`src/rtl/s_cnt_pkg.sv`:
```
// Shared constants and types for the multi-channel event counter.
// Mode encodings and the default channel count width.
package s_cnt_pkg;

  localparam logic MODE_WRAP = 1'b0;
  localparam logic MODE_SAT  = 1'b1;

  localparam int CNT_W = 12;

  typedef logic [CNT_W-1:0] cnt_t;

endpackage

```
`src/rtl/s_cnt_mc_ch.sv`:
```
// One counter channel: count register, next-state, compare, wrap pulse.
// Optional load path is present when S_CNT_MC_LOAD_EN is defined.
module s_cnt_ch
  import s_cnt_pkg::*;
#(
  parameter int W = CNT_W
) (
  input  logic         clk,
  input  logic         rst,
  input  logic         go,
  input  logic         e_cnt,
  input  logic         clear,
  input  logic         mode_sat,
  input  logic [W-1:0] limit,
`ifdef S_CNT_MC_LOAD_EN
  input  logic         load,
  input  logic [W-1:0] ld_val,
`endif
  output logic [W-1:0] count,
  output logic         tc,
  output logic         wrap_p
);

  logic [W-1:0] nxt;
  logic         nxt_wp;
  logic         adv;
  logic         at_lim;

  assign adv    = go & e_cnt;
  assign at_lim = (count >= limit);
  assign tc     = (count == limit);

  // Next count and wrap pulse: clear > load > advance > hold.
  always_comb begin
    nxt    = count;
    nxt_wp = 1'b0;
    if (clear) begin
      nxt = '0;
`ifdef S_CNT_MC_LOAD_EN
    end else if (load) begin
      nxt = ld_val;
`endif
    end else if (adv) begin
      if (!at_lim) begin
        nxt = count + 1'b1;
      end else if (mode_sat == MODE_SAT) begin
        nxt = limit;
      end else begin
        nxt    = '0;
        nxt_wp = 1'b1;
      end
    end
  end

  // Count and wrap pulse registers with synchronous reset.
  always_ff @(posedge clk) begin
    if (rst) begin
      count  <= '0;
      wrap_p <= 1'b0;
    end else begin
      count  <= nxt;
      wrap_p <= nxt_wp;
    end
  end

endmodule

```
`src/rtl/s_cnt_mc.sv`:
```
// Multi-channel event counter: N_CH independent wrap/saturate channels.
// Define S_CNT_MC_LOAD_EN to add the load / ld_val preset ports.
module s_cnt_mc
  import s_cnt_pkg::*;
#(
  parameter int SIZECOUNT = CNT_W,
  parameter int N_CH      = 4
) (
  input  logic                      clk,
  input  logic                      rst,
  input  logic [N_CH-1:0]           go,
  input  logic [N_CH-1:0]           e_cnt,
  input  logic [N_CH-1:0]           clear,
  input  logic [N_CH-1:0]           mode_sat,
  input  logic [N_CH*SIZECOUNT-1:0] limit,
`ifdef S_CNT_MC_LOAD_EN
  input  logic [N_CH-1:0]           load,
  input  logic [N_CH*SIZECOUNT-1:0] ld_val,
`endif
  output logic [N_CH*SIZECOUNT-1:0] count,
  output logic [N_CH-1:0]           tc,
  output logic [N_CH-1:0]           wrap_p
);

  for (genvar i = 0; i < N_CH; i++) begin : g_ch
    s_cnt_ch #(
      .W(SIZECOUNT)
    ) u_ch (
      .clk     (clk),
      .rst     (rst),
      .go      (go[i]),
      .e_cnt   (e_cnt[i]),
      .clear   (clear[i]),
      .mode_sat(mode_sat[i]),
      .limit   (limit[i*SIZECOUNT +: SIZECOUNT]),
`ifdef S_CNT_MC_LOAD_EN
      .load    (load[i]),
      .ld_val  (ld_val[i*SIZECOUNT +: SIZECOUNT]),
`endif
      .count   (count[i*SIZECOUNT +: SIZECOUNT]),
      .tc      (tc[i]),
      .wrap_p  (wrap_p[i])
    );
  end

endmodule
```
`config.mk`:
```
export PLATFORM = sky130hd
export DESIGN_NAME = s_cnt_mc
export DESIGN_NICKNAME = d
export VERILOG_FILES = /design/src/rtl/s_cnt_pkg.sv /design/src/rtl/s_cnt_mc_ch.sv /design/src/rtl/s_cnt_mc.sv
export SDC_FILE = /design/constraint.sdc
export NUM_CORES = 1
export LEC_CHECK = 0
export CAP_MARGIN = 10
export CORE_MARGIN = 3
export CORE_UTILIZATION = 53
export CTS_CLUSTER_SIZE = 24
export DETAILED_ROUTE_END_ITERATION = 7
export PLACE_DENSITY_LB_ADDON = 0.25
export REMOVE_ABC_BUFFERS = 1
export SLEW_MARGIN = 20
export SYNTH_ARGS = -nofsm -noshare
export SYNTH_HDL_FRONTEND = slang
export SYNTH_SLANG_ARGS = --single-unit
```
`constraint.sdc`:
```
create_clock -name clk -period 6.5 [get_ports clk]
set_clock_uncertainty 0.2 [all_clocks]
set_input_delay 1.625 -clock clk [delete_from_list [all_inputs] [get_ports clk]]
set_output_delay 1.625 -clock clk [all_outputs]
set_load 0.02 [all_outputs]
```
-- After elaboration in Yosys (flattened, before gate mapping)
Index checks and enable logic that the tools add are counted.
W data, S select, Z words.
- muxes and demuxes: 12
- shifts and indexed selects: 0
- eq/ne operators: 4
- div/mod/pow operators: 0
- $mul: 0
- add/sub/neg operators: 4
- bitwise operators: 12
- $lt $le $gt $ge: 4
- reduce and logical (&&, ||, !) cells: 8
- operators by type and width (operator ; number):
    $mux W12 ; 8
    $add A12 B1 Y12 const B ; 4
    $eq A12 B12 Y1 ; 4
    $ge A12 B12 Y1 ; 4
    $reduce_or A4 Y1 ; 4
    $not A1 Y1 ; 8
    $reduce_or A2 Y1 ; 4
    $and A1 B1 Y1 ; 4
    $mux W1 ; 4
- register bits: 52
- bits in read-only memories: 0
- input bits: 66
- memories: 0
- memory bits (writable): 0
- bits in latches: 0
- word-level logic and storage cells: 52

-- Logic depth before layout (Yosys ltp)
Gate-level depths: netlist of run 1.
- depth after elaboration: 3
- depth in mapped cells: 9
- depth with buffers taken out: 8

-- Cells and area by module
A second synthesis of run 1 with hierarchy kept.
- cell total of the unflattened synthesis: 572
- area total of the unflattened synthesis: 4494.3 µm²
- by module, submodules not included (module ; times used ; cells an instance ; area each (µm²)):
    s_cnt_ch ; 4 ; 143 ; 1123.6

-- Least setup slack after synthesis of run 1
Ideal clock, no wire load.
- kind: input to output
- from: in limit[47]
- to: out tc[3]
- setup slack: 2151 ps
- cell stages on the path: 6
- data arrival time: 2524 ps
- path buffers: 1
- path through: inv_1 > ha_1 > and4_1 > nand4_2 > nor2_1 > buf_4
- word-level cells in the longest chain between the ends: 1
- ends and longest elaborated chain (what ; line ; text):
    from (decl) ; s_cnt_mc.sv:15 ; input logic [N_CH*SIZECOUNT-1:0] limit,
    $eq A12 B12 Y1 ; s_cnt_mc_ch.sv:31 ; assign tc = (count == limit);
    to (decl) ; s_cnt_mc.sv:21 ; output logic [N_CH-1:0] tc,
Every way passes these cells.

-- Final worst setup path of run 1
- from: in limit[45]
- to: out tc[3]
Same word-level chain as after synthesis.

==> results of run 1 <==
state kept, by name, indices dropped and copies added (netlist names):
| register | flops |
|---|---|
| g_ch.u_ch.wrap_p | 4 |
| g_ch.u_ch.count | 48 |
tightest hold or removal path, stage by stage, from the launching register on:
cell and delay [ps]:
dfxtp_1 350, nand2_1 60, o21ai_0 60
cell type report:
class	count	area, um2
inverters	53	199
clock inverters	2	35.0
repair buffers	123	1230
well taps	102	128
multi-input cells	438	3100
clock buffers	6	72.6
fillers	613	2160
flip-flops and latches	52	1040
cell usage after synthesis (11+ instances only):
cell / instances
clkbuf_1: 11
nor3_1: 20
a211oi_1: 15
nor2_1: 27
inv_1: 53
nand4_1: 19
nand3_1: 37
a21oi_1: 25
ha_1: 52
and2_1: 11
nand2_1: 59
a22oi_1: 11
or3_1: 11
o21ai_0: 20
dfxtp_1: 52
per-stage QoR:
step	power, mW	hold slack [ps]	util
finish	0.666	307	0.728
global route	0.698	323	0.728
CTS	0.669	311	0.728
detailed placement	0.448	297	0.715
global placement	0.444	290	0.715
floorplan	0.382	358	-
cells by family (layout without fill, tap and decap cells):
| kind of cell | Yosys count | count (layout) |
|---|---|---|
| buffers and inverters | 79 | 184 |
| AO/OA/AOI/OAI | 150 | 150 |
| adder cells (fa/ha/maj) | 52 | 52 |
| AND/OR/NAND/NOR | 229 | 229 |
| flip-flops | 52 | 52 |
| multiplexers | 6 | 6 |
| XOR/XNOR | 1 | 1 |
where the power goes:
part | switching (mW) | total (mW) | leakage (nW) | internal (mW)
Sequential | 0.00330 | 0.323 | 0.419 | 0.320
Clock | 0.110 | 0.224 | 0.0552 | 0.115
Combinational | 0.0580 | 0.119 | 1.86 | 0.0608
routing by layer:
| metal | wire length [um] | share of wire |
|---|---|---|
| met1 | 5600 | 0.44 |
| met2 | 6210 | 0.48 |
| met3 | 903 | 0.070 |
| met4 | 106 | 0.0083 |
| met5 | 0 | 0 |
worst paths after layout:
path / from / end / slack [ps] / cells past startpoint
worst max-delay path: limit[45] / tc[3] / 1050 / 7
worst min-delay path: g_ch[1].u_ch.count[11] / g_ch[1].u_ch.count[11] / 310 / 2
worst max register to register: g_ch[0].u_ch.count[0] / g_ch[0].u_ch.count[6] / 3320 / 8
worst min register to register: g_ch[1].u_ch.count[11] / g_ch[1].u_ch.count[11] / 310 / 2
==> results.sh, run 1 <==
export IMPL_htree_levels=2
export IMPL_syn_area_per_cell_um2=7.89
export IMPL_final_cell_mix="clkdlybuf4s50_1 (121), nand2_1 (59), inv_1 (53)"
export IMPL_synth_area_um2=4490
export IMPL_hp_class="flop to flop"
export IMPL_stdcell_count=776
export IMPL_port_buffers=121
export IMPL_placedCellCount=768
export IMPL_cts_hold_buf=0
export IMPL_slew_viol_final=0
export IMPL_critPathSlowestCell="clkdlybuf4s50_1"
export IMPL_post_cts_buffers=0
export IMPL_rsz0062_at_grt="false"
export IMPL_grtUsageMet1=0.354
export IMPL_cts_root_buf="clkbuf_8"
export IMPL_synth_top_family_by_area="simple AND/OR/NAND/NOR gates"
export IMPL_yosysTopAreaCell="dfxtp_1"
export IMPL_synth_cell_type_count=70
export IMPL_use_met3=0.0421
export IMPL_cts_tree="yes"
export IMPL_die_h_um=98.0
export IMPL_drv_cap=0
export IMPL_antenna_left=0
export IMPL_start_util=0.563
export IMPL_grt_max_degree=24
export IMPL_grt_use_total=0.259
export IMPL_gp_congestion=0.895
export IMPL_dpl_hpwl_um=9860
export IMPL_firstDrtPassIters=5
export IMPL_syn_to_final_growth_pct=29.4
export IMPL_die_area_um2=9610
export IMPL_setup_viol=0
export IMPL_synth_top_area_share=0.232
export IMPL_synthAdderAreaFrac=0.145
export IMPL_worstMarginPinSlew_ps=971
export IMPL_arrival_ps=3620
export IMPL_crit_family="buffers and inverters"
export IMPL_clkLatencyLatePin_ps=300
export IMPL_antenna_found_initial=0
export IMPL_drt_total_wl_um=12800
export IMPL_vias_per_cell=6.22
export IMPL_slew_headroom=0.353
export IMPL_grt_overflow=0
export IMPL_ys_ff_latch=52
export IMPL_synth_compound_area_frac=0.259
export IMPL_busiest_layer="met2"
export IMPL_ios=122
export IMPL_fp_coreArea_um2=7970
export IMPL_clock_path_buffers=2
export IMPL_power_density_nw_per_um2=115
export IMPL_vias=4829
export IMPL_required_ps=4680
export IMPL_timing_fmax_mhz=184
export IMPL_clkTransAtPathRegs_ps=100
export IMPL_postPlaceCellArea_um2=5700
export IMPL_final_common_cell="clkdlybuf4s50_1"
export IMPL_post_cts_resized=0
export IMPL_ys_seq_area_frac=0.232
export IMPL_synth_xor_area_frac=0.00195
export IMPL_period_minus_slack_ps=5450
export IMPL_diodes=0
export IMPL_setup_slack_ps=1050
export IMPL_met2_usage=0.423
export IMPL_crit_top_cell="clkdlybuf4s50_1"
export IMPL_cts_buffers_inserted=5
export IMPL_slowest_delay_ps=610
export IMPL_final_area_um2=5800
export IMPL_synth_edf_count=0
export IMPL_muxShareOfSynthArea=0.0137
export IMPL_grt_pass1_wl_um=21300
export IMPL_criticalPathCategory="primary input to output port"
export IMPL_syn_inst=569
export IMPL_crit_buf_inv=3
export IMPL_hold_violations=0
export IMPL_post_drt_wl_per_cell_um=16.5
export IMPL_start_kind="primary input"
export IMPL_synthSimpleGateAreaFrac=0.272
export IMPL_synthArstFlopShare=0
export IMPL_layout_drive_gt1_share=0.0519
export IMPL_fin_crit_sh=0.838
export IMPL_crit_path_end_kind="output port"
export IMPL_synth_top_cells_by_area="dfxtp_1 (23%), ha_1 (15%), nand2_1 (4.9%)"
export IMPL_cts_sinks=52
export IMPL_path_max_fanout=2
export IMPL_grt_pass1_vias=4480
export IMPL_synth_warnings=0
export IMPL_drtIter0Drc=192
export IMPL_drc=0
export IMPL_power_leakage_nw=2.34
export IMPL_num_rows=32
export IMPL_tns_ps=0
export IMPL_nNetsFinal=791
export IMPL_crit_chain="clkdlybuf4s50_1, inv_1, ha_1, and4_1, nand4_2, nor2_1, clkdlybuf4s50_1"
export IMPL_dpl_worst_slack_ps=1080
export IMPL_ir_drop_v=0.0000897
export IMPL_die_w_um=98.0
export IMPL_synth_top_flop_cell="dfxtp_1"
export IMPL_outcome="completed"
Power figures use the tool's default switching activity.
==> run 2, diff against run 1 <==
--- a/config.mk
+++ b/config.mk
@@ -7,7 +7,7 @@
 export LEC_CHECK = 0
 export CAP_MARGIN = 10
 export CORE_MARGIN = 3
-export CORE_UTILIZATION = 53
+export CORE_UTILIZATION = 50
 export CTS_CLUSTER_SIZE = 24
 export DETAILED_ROUTE_END_ITERATION = 7
 export PLACE_DENSITY_LB_ADDON = 0.25
==> constraint.sdc (replaced) <==
create_clock -name clk -period 5.3 [get_ports clk]
set_clock_uncertainty 0.2 [all_clocks]
set_input_delay 1.325 -clock clk [delete_from_list [all_inputs] [get_ports clk]]
set_output_delay 1.325 -clock clk [all_outputs]
set_load 0.02 [all_outputs]
==> run 2 against run 1 <==
Effect of this change:
- routed wire length increased by 0.79%
- worst setup slack got worse by 590 ps
- cell count increased by 0.77%
- first-iteration DRC count increased by 8.3%
- clock-buffer cell count increased by 2
- worst hold slack improved by 21 ps
- total power increased by 18%
- critical path type unchanged
==> results.sh, run 2 (synthesized netlist as in run 1, its figures left out) <==
export IMPL_intPower_mw=0.575
export IMPL_num_rows=33
export IMPL_grt_max_degree=17
export IMPL_post_cts_buffers=0
export IMPL_whs_path_depth=2
export IMPL_start_util=0.530
export IMPL_r2r_cells=9
export IMPL_diodes=0
export IMPL_grt_pass1_vias=4788
export IMPL_drt_total_wl_um=12900
export IMPL_grt_overflow=0
export IMPL_fillers=679
export IMPL_clock_path_buffers=2
export IMPL_antenna_left=0
export IMPL_period_minus_slack_ps=4840
export IMPL_met1Wirelength_um=5450
export IMPL_post_cts_resized=0
export IMPL_firstDrtPassIters=5
export IMPL_whs_ps=327
export IMPL_reg2reg_to="g_ch[0].u_ch.count[4]"
export IMPL_vias=4864
export IMPL_slew_headroom=0.561
export IMPL_wl_met2_um=6230
export IMPL_largest_register="g_ch.u_ch.count"
export IMPL_fp_coreArea_um2=8460
export IMPL_slew_viol_final=0
export IMPL_hold_violations=0
export IMPL_clkLatencyLatePin_ps=300
export IMPL_ir_drop_v=0.0000986
export IMPL_seqPwrFrac=0.504
export IMPL_start_kind="primary input"
export IMPL_cts_root_buf="clkbuf_8"
export IMPL_setup_viol=0
export IMPL_hold_end="g_ch[1].u_ch.count[8]"
export IMPL_clkTransAtPathRegs_ps=90
export IMPL_final_common_cell="clkdlybuf4s50_1"
export IMPL_post_drt_wl_per_cell_um=16.5
export IMPL_layout_drive_gt1_share=0.0547
export IMPL_largest_reg_flops=48
export IMPL_antenna_found_initial=0
export IMPL_htree_levels=2
export IMPL_crit_path_end_kind="output port"
export IMPL_tns_ps=0
export IMPL_die_w_um=101
export IMPL_route_met3_wl_um=991
export IMPL_cts_sinks=52
export IMPL_die_h_um=101
export IMPL_rsz0062_at_grt="false"
export IMPL_drv_cap=0
export IMPL_topRoutingLayerUsed="met4"
export IMPL_fin_crit_sh=0.913
export IMPL_cts_tree="yes"
export IMPL_cts_buffers_inserted=5
export IMPL_grt_pass1_wl_um=21600
export IMPL_p_comb_frac=0.187
export IMPL_switching_share=0.268
export IMPL_switchingPower_mw=0.211
export IMPL_final_area_um2=5810
export IMPL_cts_hold_buf=0
export IMPL_r2r_start="g_ch[0].u_ch.count[0]"
export IMPL_drc=0
export IMPL_gp_congestion=0.877
export IMPL_final_cell_mix="clkdlybuf4s50_1 (121), nand2_1 (59), inv_1 (53)"
export IMPL_worstMarginPinSlew_ps=656
export IMPL_ios=122
export IMPL_finalPower_mw=0.786
export IMPL_power_leakage_nw=2.34
export IMPL_reg_top3="g_ch.u_ch.count (48), g_ch.u_ch.wrap_p (4)"
export IMPL_die_area_um2=10100
export IMPL_timing_fmax_mhz=207
export IMPL_drtIter0Drc=208
export IMPL_postPlaceCellArea_um2=5720
export IMPL_grt_use_total=0.255
export IMPL_syn_to_final_growth_pct=29.6
export IMPL_outcome="completed"
export IMPL_hp_class="flop to flop"
export IMPL_nNetsFinal=794
export IMPL_final_util=0.687
export IMPL_criticalPathCategory="primary input to output port"
export IMPL_dpl_hpwl_um=10200
export IMPL_required_ps=3770
export IMPL_ff2ff_setup_slack_ps=2460
export IMPL_path_max_fanout=3
export IMPL_min_from="g_ch[1].u_ch.count[8]"
export IMPL_power_density_nw_per_um2=135
export IMPL_vias_per_cell=6.22
export IMPL_power_frac_clock=0.309
export IMPL_port_buffers=121
export IMPL_arrival_ps=3310
run 2: how the worst max path moves through the flow:
stage	cells after the start	to	startpoint	slack, ps
4_1_cts	7	tc[3]	limit[47]	450
5_1_grt	7	tc[3]	limit[47]	360
2_1_floorplan	4	tc[0]	limit[7]	1330
6_report	7	tc[3]	limit[47]	460
3_5_place_dp	7	tc[3]	limit[47]	480
3_3_place_gp	7	tc[3]	limit[47]	500
run 2: worst max-delay path: stages:
cell	delay, ps
clkdlybuf4s50_1	480
inv_1	50
ha_1	300
and4_1	260
nand4_2	160
nor2_1	130
clkdlybuf4s50_1	610
run 2: cell type report:
| class | instances | area (um2) | area share |
|---|---|---|---|
| timing repair buffer | 126 | 1250 | 0.215 |
| clock buffer | 8 | 90.1 | 0.0155 |
| multi-input combinational | 438 | 3100 | 0.534 |
| tap | 105 | 131 | 0.0226 |
| inverter | 53 | 199 | 0.0342 |
| sequential | 52 | 1040 | 0.179 |
run 2: through the flow:
| stage | cells | worst slack, ps |
|---|---|---|
| after floorplan | 543 | 1330 |
| after global placement | 774 | 501 |
| after detailed placement | 774 | 482 |
| after CTS | 782 | 453 |
| after global routing | 782 | 358 |
| final | 782 | 462 |
run 2: metal layers:
metal | track usage | vias up
met3 | 0.0394 | 26
met4 | 0.0881 | 0
met2 | 0.434 | 213
met1 | 0.327 | 2276
li1 | - | 2349
met5 | 0 | -
run 2: power groups by stage:
stage / Sequential [mW] / Combinational [mW] / Clock, mW
5_1_grt: 0.397 / 0.162 / 0.263
3_3_place_gp: 0.405 / 0.141 / 0
6_report: 0.396 / 0.147 / 0.243
3_5_place_dp: 0.405 / 0.146 / 0
2_1_floorplan: 0.407 / 0.0615 / 0
4_1_cts: 0.396 / 0.147 / 0.246
==> run 3, diff against run 2 <==
--- a/config.mk
+++ b/config.mk
@@ -6,8 +6,8 @@
 export NUM_CORES = 1
 export LEC_CHECK = 0
 export CAP_MARGIN = 10
-export CORE_MARGIN = 3
-export CORE_UTILIZATION = 50
+export CORE_ASPECT_RATIO = 2
+export CORE_UTILIZATION = 53
 export CTS_CLUSTER_SIZE = 24
 export DETAILED_ROUTE_END_ITERATION = 7
 export PLACE_DENSITY_LB_ADDON = 0.25
==> constraint.sdc (replaced) <==
create_clock -name clk -period 6.25 [get_ports clk]
set_clock_uncertainty 0.2 [all_clocks]
set_input_delay 1.5625 -clock clk [delete_from_list [all_inputs] [get_ports clk]]
set_output_delay 1.5625 -clock clk [all_outputs]
set_load 0.02 [all_outputs]
==> run 3 against run 2 <==
Effect of this change:
- register-to-register slack better by 590 ps
- via count is 3.0% higher
- non-clock buffer count is 3 lower
- clock power is 20% higher
- utilization is 2.2 points higher
- final area is 0.41% higher
- cell count is 1.3% lower
- die area is 13% lower
- first-iteration DRC count is 72% higher
- sequential share of layout area is 0.073 points lower
- worst setup slack better by 440 ps
- total power is 4.1% lower
==> results.sh, run 3 (synthesized netlist as in run 1, its figures left out) <==
export IMPL_crit_top_cell="clkdlybuf4s50_1"
export IMPL_min_from="g_ch[1].u_ch.count[11]"
export IMPL_worstMarginPinSlew_ps=1050
export IMPL_reg2reg_to="g_ch[0].u_ch.count[6]"
export IMPL_cts_tree="yes"
export IMPL_die_area_um2=8860
export IMPL_cts_root_buf="clkbuf_16"
export IMPL_ff2ff_setup_slack_ps=3050
export IMPL_clkTransAtPathRegs_ps=80
export IMPL_power_leakage_nw=2.35
export IMPL_grt_overflow=0
export IMPL_slew_viol_final=0
export IMPL_nNetsFinal=791
export IMPL_reg_top3="g_ch.u_ch.count (48), g_ch.u_ch.wrap_p (4)"
export IMPL_arrival_ps=3580
export IMPL_post_cts_resized=0
export IMPL_final_area_um2=5840
export IMPL_clkLatencyLatePin_ps=300
export IMPL_layout_drive_gt1_share=0.0519
export IMPL_diodes=0
export IMPL_gp_congestion=0.903
export IMPL_post_cts_buffers=0
export IMPL_dpl_hpwl_um=10300
export IMPL_cts_sinks=52
export IMPL_die_h_um=132
export IMPL_finalPower_mw=0.754
export IMPL_grt_pass1_wl_um=21400
export IMPL_hp_class="flop to flop"
export IMPL_dpl_worst_slack_ps=914
export IMPL_die_w_um=67.1
export IMPL_timing_fmax_mhz=187
export IMPL_start_kind="primary input"
export IMPL_drv_cap=0
export IMPL_final_util=0.709
export IMPL_post_drt_wl_per_cell_um=17.5
export IMPL_grt_use_total=0.305
export IMPL_hold_end="g_ch[1].u_ch.count[11]"
export IMPL_drtIter0Drc=357
export IMPL_fin_crit_sh=0.855
export IMPL_setup_slack_ps=904
export IMPL_drc=0
export IMPL_crit_path_end_kind="output port"
export IMPL_postPlaceCellArea_um2=5690
export IMPL_largest_reg_flops=48
export IMPL_cts_hold_buf=0
export IMPL_htree_levels=2
export IMPL_whs_ps=324
export IMPL_slew_headroom=0.301
export IMPL_critPathSlowestCell="clkdlybuf4s50_1"
export IMPL_criticalPathCategory="primary input to output port"
export IMPL_syn_to_final_growth_pct=30.1
export IMPL_largest_register="g_ch.u_ch.count"
export IMPL_start_util=0.545
export IMPL_power_density_nw_per_um2=129
export IMPL_final_cell_mix="clkdlybuf4s50_1 (121), nand2_1 (59), inv_1 (53)"
export IMPL_crit_chain="clkdlybuf4s50_1, inv_1, ha_1, and4_1, nand4_2, nor2_1, clkdlybuf4s50_1"
export IMPL_outcome="completed"
export IMPL_final_common_cell="clkdlybuf4s50_1"
export IMPL_clock_path_buffers=2
export IMPL_r2r_cells=8
export IMPL_antenna_left=0
export IMPL_tns_ps=0
export IMPL_setup_viol=0
export IMPL_path_max_fanout=3
export IMPL_vias=5009
export IMPL_vias_per_cell=6.49
export IMPL_grt_pass1_vias=4926
export IMPL_required_ps=4490
export IMPL_placedCellCount=764
export IMPL_firstDrtPassIters=5
export IMPL_slowest_delay_ps=610
export IMPL_ios=122
export IMPL_period_minus_slack_ps=5350
export IMPL_num_rows=47
export IMPL_drt_total_wl_um=13500
export IMPL_cts_buffers_inserted=5
export IMPL_r2r_start="g_ch[0].u_ch.count[0]"
export IMPL_whs_path_depth=2
export IMPL_ir_drop_v=0.000107
export IMPL_grt_max_degree=24
export IMPL_stdcell_count=772
export IMPL_port_buffers=121
export IMPL_hold_violations=0
export IMPL_rsz0062_at_grt="false"
export IMPL_fp_coreArea_um2=8230
export IMPL_antenna_found_initial=0
[run 3: power breakdown]
| part | internal [mW] | leakage, nW | switching, mW |
|---|---|---|---|
| logic | 0.0632 | 1.86 | 0.0619 |
| registers | 0.333 | 0.419 | 0.00353 |
| clock network | 0.150 | 0.0671 | 0.142 |
[run 3: final cells by class]
| class | count | area [um2] |
|---|---|---|
| fillers | 695 | 2400 |
| multi-input cells | 438 | 3100 |
| flip-flops and latches | 52 | 1040 |
| well taps | 98 | 123 |
| inverters | 53 | 199 |
| repair buffers | 123 | 1230 |
| clock inverters | 2 | 16.3 |
| clock buffers | 6 | 129 |
[run 3: worst max path at each step]
stage,endpoint,slack (ps),startpoint
after floorplan,tc[0],1810,limit[7]
after CTS,tc[3],910,limit[47]
after global placement,tc[3],970,limit[47]
after detailed placement,tc[3],910,limit[47]
final,tc[3],900,limit[47]
after global routing,tc[2],820,limit[35]
[run 3: metal layers]
metal	global-route usage	vias to the layer above	part of all wire
met5	0	-	0
met4	0.176	0	0.049
met3	0.0407	61	0.060
met2	0.552	264	0.53
met1	0.316	2348	0.36
li1	-	2336	-
[run 3: worst max-delay path, delay by kind of cell]
kind | cells | cell delay (ps)
buf+inv | 3 | 1150
simple gates | 3 | 530
fa+ha+maj | 1 | 330
